### config.mk
export PLATFORM = sky130hd
export DESIGN_NAME = spi_gyro_responder_flat
export DESIGN_NICKNAME = d
export VERILOG_FILES = /design/src/rtl/gyro_spi_pkg.sv /design/src/rtl/spi_gyro_responder_if.sv /design/src/rtl/spi_sync_edge.sv /design/src/rtl/spi_gyro_responder.sv /design/src/flat_wrapper.sv
export SDC_FILE = /design/constraint.sdc
export NUM_CORES = 1
export LEC_CHECK = 0
export ABC_AREA = 1
export CORE_UTILIZATION = 52
export DETAILED_ROUTE_END_ITERATION = 6
export GPL_ROUTABILITY_DRIVEN = 0
export GPL_TIMING_DRIVEN = 0
export PLACE_DENSITY_LB_ADDON = 0.25
export SKIP_LAST_GASP = 1
export SLEW_MARGIN = 40
export SYNTH_ARGS = -nofsm -noshare
export SYNTH_HDL_FRONTEND = slang
export SYNTH_SLANG_ARGS = --single-unit
### constraint.sdc
create_clock -name clk -period 1.7 [get_ports clk]
set_input_delay 0.425 -clock clk [delete_from_list [all_inputs] [get_ports clk]]
set_output_delay 0.425 -clock clk [all_outputs]
set_load 0.01 [all_outputs]
### src/rtl/gyro_spi_pkg.sv
// Shared definitions for the SPI gyro responder: register map, command byte
// layout, frame state encoding and the parallel sample record.
package gyro_spi_pkg;

  localparam logic [5:0] ADDR_WHO_AM_I = 6'h0F;
  localparam logic [5:0] ADDR_CTRL1    = 6'h20;
  localparam logic [5:0] ADDR_CTRL4    = 6'h23;
  localparam logic [5:0] ADDR_STATUS   = 6'h27;
  localparam logic [5:0] ADDR_OUT_XL   = 6'h28;
  localparam logic [5:0] ADDR_OUT_XH   = 6'h29;
  localparam logic [5:0] ADDR_OUT_YL   = 6'h2A;
  localparam logic [5:0] ADDR_OUT_YH   = 6'h2B;
  localparam logic [5:0] ADDR_OUT_ZL   = 6'h2C;
  localparam logic [5:0] ADDR_OUT_ZH   = 6'h2D;

  localparam int CMD_RW = 7;
  localparam int CMD_MS = 6;

  typedef enum logic [1:0] {
    ST_IDLE,
    ST_CMD,
    ST_DATA
  } state_e;

  typedef struct packed {
    logic [15:0] x;
    logic [15:0] y;
    logic [15:0] z;
  } sample_t;

endpackage

### src/rtl/spi_gyro_responder_if.sv
// SPI pin bundle between the gyro master and this responder.
interface spi_gyro_responder_if;
  logic sclk;
  logic slave_select;
  logic mosi;
  logic miso;
  logic miso_oe;

  modport master (output sclk, output slave_select, output mosi, input miso, input miso_oe);
  modport slave  (input sclk, input slave_select, input mosi, output miso, output miso_oe);
endinterface

### src/rtl/spi_sync_edge.sv
// Multi-flop synchronizer for one asynchronous pin plus rise/fall detection
// on the synchronized copy; edges are valid for one clk cycle.
module spi_sync_edge #(
  parameter int   STAGES  = 2,
  parameter logic RST_VAL = 1'b0
) (
  input  logic clk,
  input  logic rst,
  input  logic din,
  output logic level,
  output logic rise,
  output logic fall
);

  logic [STAGES-1:0] sync_q, sync_d;
  logic              prev_q, prev_d;

  // NOTE: every signal written in always_comb gets a value on every path, so no latch is inferred.
  always_comb begin
    sync_d = {sync_q[STAGES-2:0], din};
    prev_d = sync_q[STAGES-1];
  end

  // NOTE: flops use non-blocking assignments so all stages sample the same pre-edge values.
  always_ff @(posedge clk) begin
    if (rst) begin
      sync_q <= {STAGES{RST_VAL}};
      prev_q <= RST_VAL;
    end else begin
      sync_q <= sync_d;
      prev_q <= prev_d;
    end
  end

  assign level = sync_q[STAGES-1];
  assign rise  = sync_q[STAGES-1] & ~prev_q;
  assign fall  = ~sync_q[STAGES-1] & prev_q;

endmodule

### src/rtl/spi_gyro_responder.sv
// Mode-3 SPI slave model of a 3-axis gyro: command decode, small register
// file, tear-free sample loading through a one-deep pending buffer.
module spi_gyro_responder
  import gyro_spi_pkg::*;
#(
  parameter logic [7:0] WHO_AM_I_VAL = 8'hD3,
  parameter logic [7:0] CTRL1_RST    = 8'h07,
  parameter int         SYNC_STAGES  = 2
) (
  input  logic                 clk,
  input  logic                 rst,
  spi_gyro_responder_if.slave  spi,
  input  logic                 sample_valid,
  input  logic [15:0]          x_sample,
  input  logic [15:0]          y_sample,
  input  logic [15:0]          z_sample,
  output logic [7:0]           ctrl_reg1,
  output logic [7:0]           ctrl_reg4,
  output logic                 reg_wr_stb,
  output logic [5:0]           reg_wr_addr
);

  logic sclk_level, sclk_rise, sclk_fall;
  logic ss_level, ss_rise, ss_fall;
  logic mosi_s, mosi_rise, mosi_fall;

  // SCLK idles high; the select copy resets low so a reset mid-frame waits
  // for a fresh select fall instead of treating the held-low pin as one.
  spi_sync_edge #(.STAGES(SYNC_STAGES), .RST_VAL(1'b1)) u_sync_sclk (
    .clk(clk), .rst(rst), .din(spi.sclk),
    .level(sclk_level), .rise(sclk_rise), .fall(sclk_fall));
  spi_sync_edge #(.STAGES(SYNC_STAGES), .RST_VAL(1'b0)) u_sync_ss (
    .clk(clk), .rst(rst), .din(spi.slave_select),
    .level(ss_level), .rise(ss_rise), .fall(ss_fall));
  spi_sync_edge #(.STAGES(SYNC_STAGES), .RST_VAL(1'b0)) u_sync_mosi (
    .clk(clk), .rst(rst), .din(spi.mosi),
    .level(mosi_s), .rise(mosi_rise), .fall(mosi_fall));

  logic unused_edges;
  assign unused_edges = ^{sclk_level, ss_level, mosi_rise, mosi_fall};

  state_e          state_q, state_d;
  logic [2:0]      bit_cnt_q, bit_cnt_d;
  logic [7:0]      rx_shift_q, rx_shift_d;
  logic [7:0]      tx_shift_q, tx_shift_d;
  logic [5:0]      addr_q, addr_d;
  logic            rw_q, rw_d;
  logic            ms_q, ms_d;
  logic            miso_q, miso_d;
  logic            wr_stb_q, wr_stb_d;
  logic [5:0]      wr_addr_q, wr_addr_d;
  logic [7:0]      ctrl1_q, ctrl1_d;
  logic [7:0]      ctrl4_q, ctrl4_d;
  logic [5:0][7:0] out_q, out_d;
  logic            zyxda_q, zyxda_d;
  logic            zyxor_q, zyxor_d;
  logic            pend_valid_q, pend_valid_d;
  sample_t         pend_q, pend_d;

  logic [7:0] status_byte;
  logic [7:0] rx_next;
  logic [5:0] addr_next;
  logic       byte_done;
  logic       apply;
  sample_t    apply_smp;
  sample_t    cur_smp;

  assign status_byte = {zyxor_q, 3'b000, zyxda_q, 3'b000};
  assign cur_smp     = '{x: x_sample, y: y_sample, z: z_sample};

  function automatic logic [7:0] rd_mux(input logic [5:0] a, input logic [7:0] c1,
                                        input logic [7:0] c4, input logic [7:0] st,
                                        input logic [5:0][7:0] ob);
    logic [7:0] v;
    v = 8'h00;
    case (a)
      ADDR_WHO_AM_I: v = WHO_AM_I_VAL;
      ADDR_CTRL1:    v = c1;
      ADDR_CTRL4:    v = c4;
      ADDR_STATUS:   v = st;
      ADDR_OUT_XL:   v = ob[0];
      ADDR_OUT_XH:   v = ob[1];
      ADDR_OUT_YL:   v = ob[2];
      ADDR_OUT_YH:   v = ob[3];
      ADDR_OUT_ZL:   v = ob[4];
      ADDR_OUT_ZH:   v = ob[5];
      default:       v = 8'h00;
    endcase
    return v;
  endfunction

  always_comb begin
    state_d      = state_q;
    bit_cnt_d    = bit_cnt_q;
    rx_shift_d   = rx_shift_q;
    tx_shift_d   = tx_shift_q;
    addr_d       = addr_q;
    rw_d         = rw_q;
    ms_d         = ms_q;
    miso_d       = miso_q;
    wr_stb_d     = 1'b0;
    wr_addr_d    = wr_addr_q;
    ctrl1_d      = ctrl1_q;
    ctrl4_d      = ctrl4_q;
    out_d        = out_q;
    zyxda_d      = zyxda_q;
    zyxor_d      = zyxor_q;
    pend_valid_d = pend_valid_q;
    pend_d       = pend_q;
    apply        = 1'b0;
    apply_smp    = cur_smp;

    rx_next   = {rx_shift_q[6:0], mosi_s};
    addr_next = ms_q ? addr_q + 6'd1 : addr_q;
    byte_done = (bit_cnt_q == 3'd7);

    case (state_q)
      ST_IDLE: begin
        if (ss_fall) begin
          state_d   = ST_CMD;
          bit_cnt_d = 3'd0;
        end
      end
      ST_CMD: begin
        if (sclk_rise) begin
          rx_shift_d = rx_next;
          bit_cnt_d  = bit_cnt_q + 3'd1;
          if (byte_done) begin
            rw_d    = rx_next[CMD_RW];
            ms_d    = rx_next[CMD_MS];
            addr_d  = rx_next[5:0];
            state_d = ST_DATA;
            if (rx_next[CMD_RW])
              tx_shift_d = rd_mux(rx_next[5:0], ctrl1_q, ctrl4_q, status_byte, out_q);
          end
        end
      end
      ST_DATA: begin
        if (sclk_fall) begin
          miso_d     = tx_shift_q[7];
          tx_shift_d = {tx_shift_q[6:0], 1'b0};
        end
        if (sclk_rise) begin
          rx_shift_d = rx_next;
          bit_cnt_d  = bit_cnt_q + 3'd1;
          if (byte_done) begin
            if (!rw_q) begin
              if (addr_q == ADDR_CTRL1) begin
                ctrl1_d   = rx_next;
                wr_stb_d  = 1'b1;
                wr_addr_d = addr_q;
              end else if (addr_q == ADDR_CTRL4) begin
                ctrl4_d   = rx_next;
                wr_stb_d  = 1'b1;
                wr_addr_d = addr_q;
              end
            end else if (addr_q == ADDR_OUT_ZH) begin
              zyxda_d = 1'b0;
              zyxor_d = 1'b0;
            end
            addr_d = addr_next;
            if (rw_q)
              tx_shift_d = rd_mux(addr_next, ctrl1_q, ctrl4_q, status_byte, out_q);
          end
        end
      end
      default: state_d = ST_IDLE;
    endcase

    // Samples land directly while idle; inside a frame they wait for the
    // select rise so a burst read always sees one consistent sample.
    if (state_q == ST_IDLE) begin
      if (sample_valid) apply = 1'b1;
    end else if (ss_rise) begin
      state_d      = ST_IDLE;
      bit_cnt_d    = 3'd0;
      miso_d       = 1'b0;
      pend_valid_d = 1'b0;
      if (sample_valid) begin
        apply = 1'b1;
      end else if (pend_valid_q) begin
        apply     = 1'b1;
        apply_smp = pend_q;
      end
    end else if (sample_valid) begin
      pend_valid_d = 1'b1;
      pend_d       = cur_smp;
    end

    if (apply) begin
      out_d   = {apply_smp.z[15:8], apply_smp.z[7:0], apply_smp.y[15:8],
                 apply_smp.y[7:0], apply_smp.x[15:8], apply_smp.x[7:0]};
      zyxor_d = zyxor_q | zyxda_q;
      zyxda_d = 1'b1;
    end
  end

  always_ff @(posedge clk) begin
    if (rst) begin
      state_q      <= ST_IDLE;
      bit_cnt_q    <= 3'd0;
      rx_shift_q   <= 8'h00;
      tx_shift_q   <= 8'h00;
      addr_q       <= 6'd0;
      rw_q         <= 1'b0;
      ms_q         <= 1'b0;
      miso_q       <= 1'b0;
      wr_stb_q     <= 1'b0;
      wr_addr_q    <= 6'd0;
      ctrl1_q      <= CTRL1_RST;
      ctrl4_q      <= 8'h00;
      // NOTE: the OUT register array is reset because a read before the first sample must return zeros.
      out_q        <= '0;
      zyxda_q      <= 1'b0;
      zyxor_q      <= 1'b0;
      pend_valid_q <= 1'b0;
      pend_q       <= '0;
    end else begin
      state_q      <= state_d;
      bit_cnt_q    <= bit_cnt_d;
      rx_shift_q   <= rx_shift_d;
      tx_shift_q   <= tx_shift_d;
      addr_q       <= addr_d;
      rw_q         <= rw_d;
      ms_q         <= ms_d;
      miso_q       <= miso_d;
      wr_stb_q     <= wr_stb_d;
      wr_addr_q    <= wr_addr_d;
      ctrl1_q      <= ctrl1_d;
      ctrl4_q      <= ctrl4_d;
      out_q        <= out_d;
      zyxda_q      <= zyxda_d;
      zyxor_q      <= zyxor_d;
      pend_valid_q <= pend_valid_d;
      pend_q       <= pend_d;
    end
  end

  assign spi.miso    = miso_q;
  assign spi.miso_oe = (state_q != ST_IDLE);
  assign ctrl_reg1   = ctrl1_q;
  assign ctrl_reg4   = ctrl4_q;
  assign reg_wr_stb  = wr_stb_q;
  assign reg_wr_addr = wr_addr_q;

endmodule

### src/flat_wrapper.sv
// flat-port wrapper written by rule: the top's interface ports become plain ports
module spi_gyro_responder_flat import gyro_spi_pkg::*;
#(
  parameter logic [7:0] WHO_AM_I_VAL = 8'hD3,
  parameter logic [7:0] CTRL1_RST    = 8'h07,
  parameter int         SYNC_STAGES  = 2
)
  (clk, rst, sample_valid, x_sample, y_sample, z_sample, ctrl_reg1, ctrl_reg4, reg_wr_stb, reg_wr_addr, spi_sclk, spi_slave_select, spi_mosi, spi_miso, spi_miso_oe);
  spi_gyro_responder_if spi_i ();
  input  logic clk;
  input  logic rst;
  input  logic sample_valid;
  input  logic [15:0] x_sample;
  input  logic [15:0] y_sample;
  input  logic [15:0] z_sample;
  output logic [7:0] ctrl_reg1;
  output logic [7:0] ctrl_reg4;
  output logic reg_wr_stb;
  output logic [5:0] reg_wr_addr;
  input wire logic [$bits(spi_i.sclk)-1:0] spi_sclk;
  input wire logic [$bits(spi_i.slave_select)-1:0] spi_slave_select;
  input wire logic [$bits(spi_i.mosi)-1:0] spi_mosi;
  output wire logic [$bits(spi_i.miso)-1:0] spi_miso;
  output wire logic [$bits(spi_i.miso_oe)-1:0] spi_miso_oe;
  assign spi_i.sclk = spi_sclk;
  assign spi_i.slave_select = spi_slave_select;
  assign spi_i.mosi = spi_mosi;
  assign spi_miso = spi_i.miso;
  assign spi_miso_oe = spi_i.miso_oe;
  spi_gyro_responder #(.WHO_AM_I_VAL(WHO_AM_I_VAL), .CTRL1_RST(CTRL1_RST), .SYNC_STAGES(SYNC_STAGES)) u_core (.clk(clk), .rst(rst), .spi(spi_i), .sample_valid(sample_valid), .x_sample(x_sample), .y_sample(y_sample), .z_sample(z_sample), .ctrl_reg1(ctrl_reg1), .ctrl_reg4(ctrl_reg4), .reg_wr_stb(reg_wr_stb), .reg_wr_addr(reg_wr_addr));
endmodule
==> impl_metrics.tcl <==
set metrics [dict create \
    status "finished, violations left" \
    violations "DRC, setup timing" \
    path_common_cell "a21oi_1" \
    dp_hpwl_um 17900 \
    crit_family "simple AND/OR/NAND/NOR gates" \
    start_util 0.535 \
    die_h_um 124 \
    fin_crit_sh 1.35 \
    grt_pass1_vias 8586 \
    crit_fanout 6 \
    clock_latency_ps 440 \
    grt_start_max_net_pins 17 \
    cts_made_buffers 17 \
    netlist_instances 1119 \
    vias 9587 \
    cp_slowest_cell "dfxtp_1" \
    num-fill-cells 846 \
    hold_viol 0 \
    cp.required_ps 2060 \
    min_from "u_core.u_sync_ss.sync_q[0]" \
    final_common_cell "inv_1" \
    finClkSkew_ps 13.3 \
    first_pass_iters 7 \
    final_core_util 0.806 \
    syn_nets 1183 \
    maxCapViolations 0 \
    worst_r2r_path_depth 8 \
    rrSetupSlack_ps -590 \
    fp.dieW_um 124 \
    finalSetupViolCount 131 \
    worstMarginPinSlew_ps 892 \
    start_kind "register" \
    coreArea_um2 14500 \
    cts_tree "done" \
    clockRootBuffer "clkbuf_16" \
    route.detailed.drc 179 \
    cts.htree.levels 4 \
    max_stage_delay_ps 540 \
    r2r_start "u_core.u_sync_mosi.sync_q[1]" \
    timing.final.crit_period_ps 2290 \
    holdPathStages 2 \
    ys_seq_area_frac 0.410 \
    synthArstFlopShare 0 \
    port_buffers 77 \
    ys_seq_elements 159 \
    drt-total-wl_um 33600 \
    drtIter0Drc 1804 \
    grt_first_pass_wirelength_um 45500 \
    io_pins 79 \
    stdcell_count 1470 \
    hold_class "reg2reg" \
    die_area_um2 15400 \
    layout_common_cells "inv_1 (179), dfxtp_1 (140), a21oi_1 (109), nand2_1 (87), o21ai_0 (62)" \
    postRouteAntennaNets 0 \
    worst-path-buf-inv 1 \
    fin_nets 1338 \
    cp_data_arrival_time_ps 2650 \
    synthFlopType "dfxtp_1" \
    criticalPathCategory "reg2reg" \
    ir_drop_mv 0.756 \
    cts.sinks 159 \
    avgSynthCellArea_um2 6.95 \
    wl_per_cell_um 22.8 \
    overflow 0 \
    max_freq_ghz 0.437 \
    slew_headroom 0.405 \
    syn_to_final_growth_pct 50.8 \
    ys_types 36 \
    antenna_found_initial 1 \
    synth_edf_count 0 \
    power.density_nw_per_um2 795 \
    ctsLongestPathBuffers 2 \
    regToRegEndpoint "u_core.tx_shift_q[0]" \
    rows 44 \
    dp_cells 1380 \
    hold_path_end "u_core.u_sync_ss.sync_q[1]" \
    fin_ws_ps -589 \
    cellLeakagePower_uw 0.00472 \
    clkTransAtPathRegs_ps 60 \
    synth_area_um2 7770 \
    crit_chain "inv_1 > nor2_1 > nand2_1 > o21ai_0 > a21oi_1 > nand4_1 > a21oi_1 > a21oi_1" \
    track_usage 0.373 \
    ys_warn_count 0 \
    slew_violations 0 \
    drive_gt1_frac 0.298 \
    rsz0062_at_grt "true" \
    vias_per_cell 6.52 \
    endpoint_kind "register" \
]
-- metal layers --
layer  global-route usage  part of all wire
met1                0.478              0.36
met2                0.572              0.43
met3                0.105              0.14
met4                0.187             0.076
met5                    0                 0
-- through the flow --
step / hold WS (ps) / TNS (ps) / total power (uW) / cell area, um^2 / setup WS, ps
6_report: 400 / -19930 / 9320 / 11700 / -589
5_1_grt: 424 / -24920 / 9520 / 11700 / -651
4_1_cts: 400 / -3820 / 9040 / 10800 / -207
3_5_place_dp: 392 / -84900 / 4710 / 8860 / -955
3_3_place_gp: 392 / -79980 / 4690 / 8860 / -897
2_1_floorplan: 388 / -148 / 4400 / 7860 / -14.5
-- final cells by class --
| class | instances | area [um^2] | area share |
|---|---|---|---|
| multi-input combinational | 706 | 4880 | 0.416 |
| sequential | 159 | 3210 | 0.274 |
| timing repair buffer | 133 | 1390 | 0.118 |
| inverter | 198 | 763 | 0.0651 |
| buffer | 59 | 597 | 0.0509 |
| clock buffer | 25 | 497 | 0.0424 |
| tap | 184 | 230 | 0.0196 |
| clock inverter | 5 | 150 | 0.0128 |
| antenna | 1 | 2.50 | 0.000214 |
-- synth_stat cells, types with 3 or more instances --
library cell	number	area [um^2]
inv_1	197	739
a21oi_1	170	851
dfxtp_1	159	3180
o21ai_0	156	781
nand2_1	107	402
nor2_1	81	304
nand3_1	62	310
o211ai_1	51	383
clkbuf_1	49	184
ha_1	10	125
nand4_1	8	50.1
o21ai_1	8	40.0
o22ai_1	8	50.1
nor3_1	7	35.0
buf_2	6	30.0
a221oi_1	5	43.8
nand2_2	4	25.0
nor2_2	4	25.0
a21oi_2	3	26.3
a31oi_1	3	18.8
-- state kept, by name (all words and copies together) (netlist names), 2 cells and up --
| name | cells |
|---|---|
| u_core.ctrl_reg1 | 8 |
| u_core.u_sync_sclk.sync_q | 2 |
| u_core.tx_shift_q | 8 |
| u_core.u_sync_mosi.sync_q | 2 |
| u_core.bit_cnt_q | 3 |
| u_core.u_sync_ss.sync_q | 2 |
| u_core.state_q | 2 |
| u_core.out_q | 48 |
| u_core.ctrl_reg4 | 8 |
| u_core.rx_shift_q | 7 |
| u_core.addr_q | 6 |
| u_core.reg_wr_addr | 6 |
| u_core.pend_q | 48 |
-- how the worst max path moves through the flow --
stage | cells past startpoint | from | slack, ps | endpoint
after global routing | 8 | u_core.u_sync_mosi.sync_q[1] | -650 | u_core.tx_shift_q[7]
after floorplan | 12 | u_core.bit_cnt_q[0] | -10 | u_core.tx_shift_q[4]
after CTS | 13 | u_core.addr_q[0] | -210 | u_core.tx_shift_q[6]
after detailed placement | 9 | sample_valid | -950 | u_core.pend_q[39]
after global placement | 9 | sample_valid | -900 | u_core.pend_q[39]
final | 8 | u_core.u_sync_mosi.sync_q[1] | -590 | u_core.tx_shift_q[0]
-- worst reg2reg max path: stages (launching register included) --
cell,delay (ps)
dfxtp_1,540
inv_1,150
nor2_1,360
nand2_1,260
o21ai_0,340
a21oi_1,150
nand4_1,170
a21oi_1,100
a21oi_1,150
-- where the power goes --
part           switching [uW]  leakage, uW  internal (uW)
clock                    1510     0.000313           2760
combinational             627      0.00310            424
sequential                136      0.00131           3860
-- kinds of logic (layout without fill, tap and decap cells) --
logic type | Yosys count | in the layout | synth area share
multiplexers | 1 | 1 | 0.00129
buffers and inverters | 257 | 420 | 0.127
flip-flops | 159 | 159 | 0.410
adder cells (fa/ha/maj) | 10 | 10 | 0.0161
AO/OA/AOI/OAI | 413 | 414 | 0.292
AND/OR/NAND/NOR | 279 | 281 | 0.155
other | 0 | 1 | 0
-- repair_timing --
action                     in CTS  in global routing
hold buffers                    0                  0
setup endpoints to repair     175                139
buffers inserted               26                 18
resized for setup             344                232
pin swaps                      47                 49
cloned                         15                  1
Note: power is estimated with default switching activity, not from simulation.
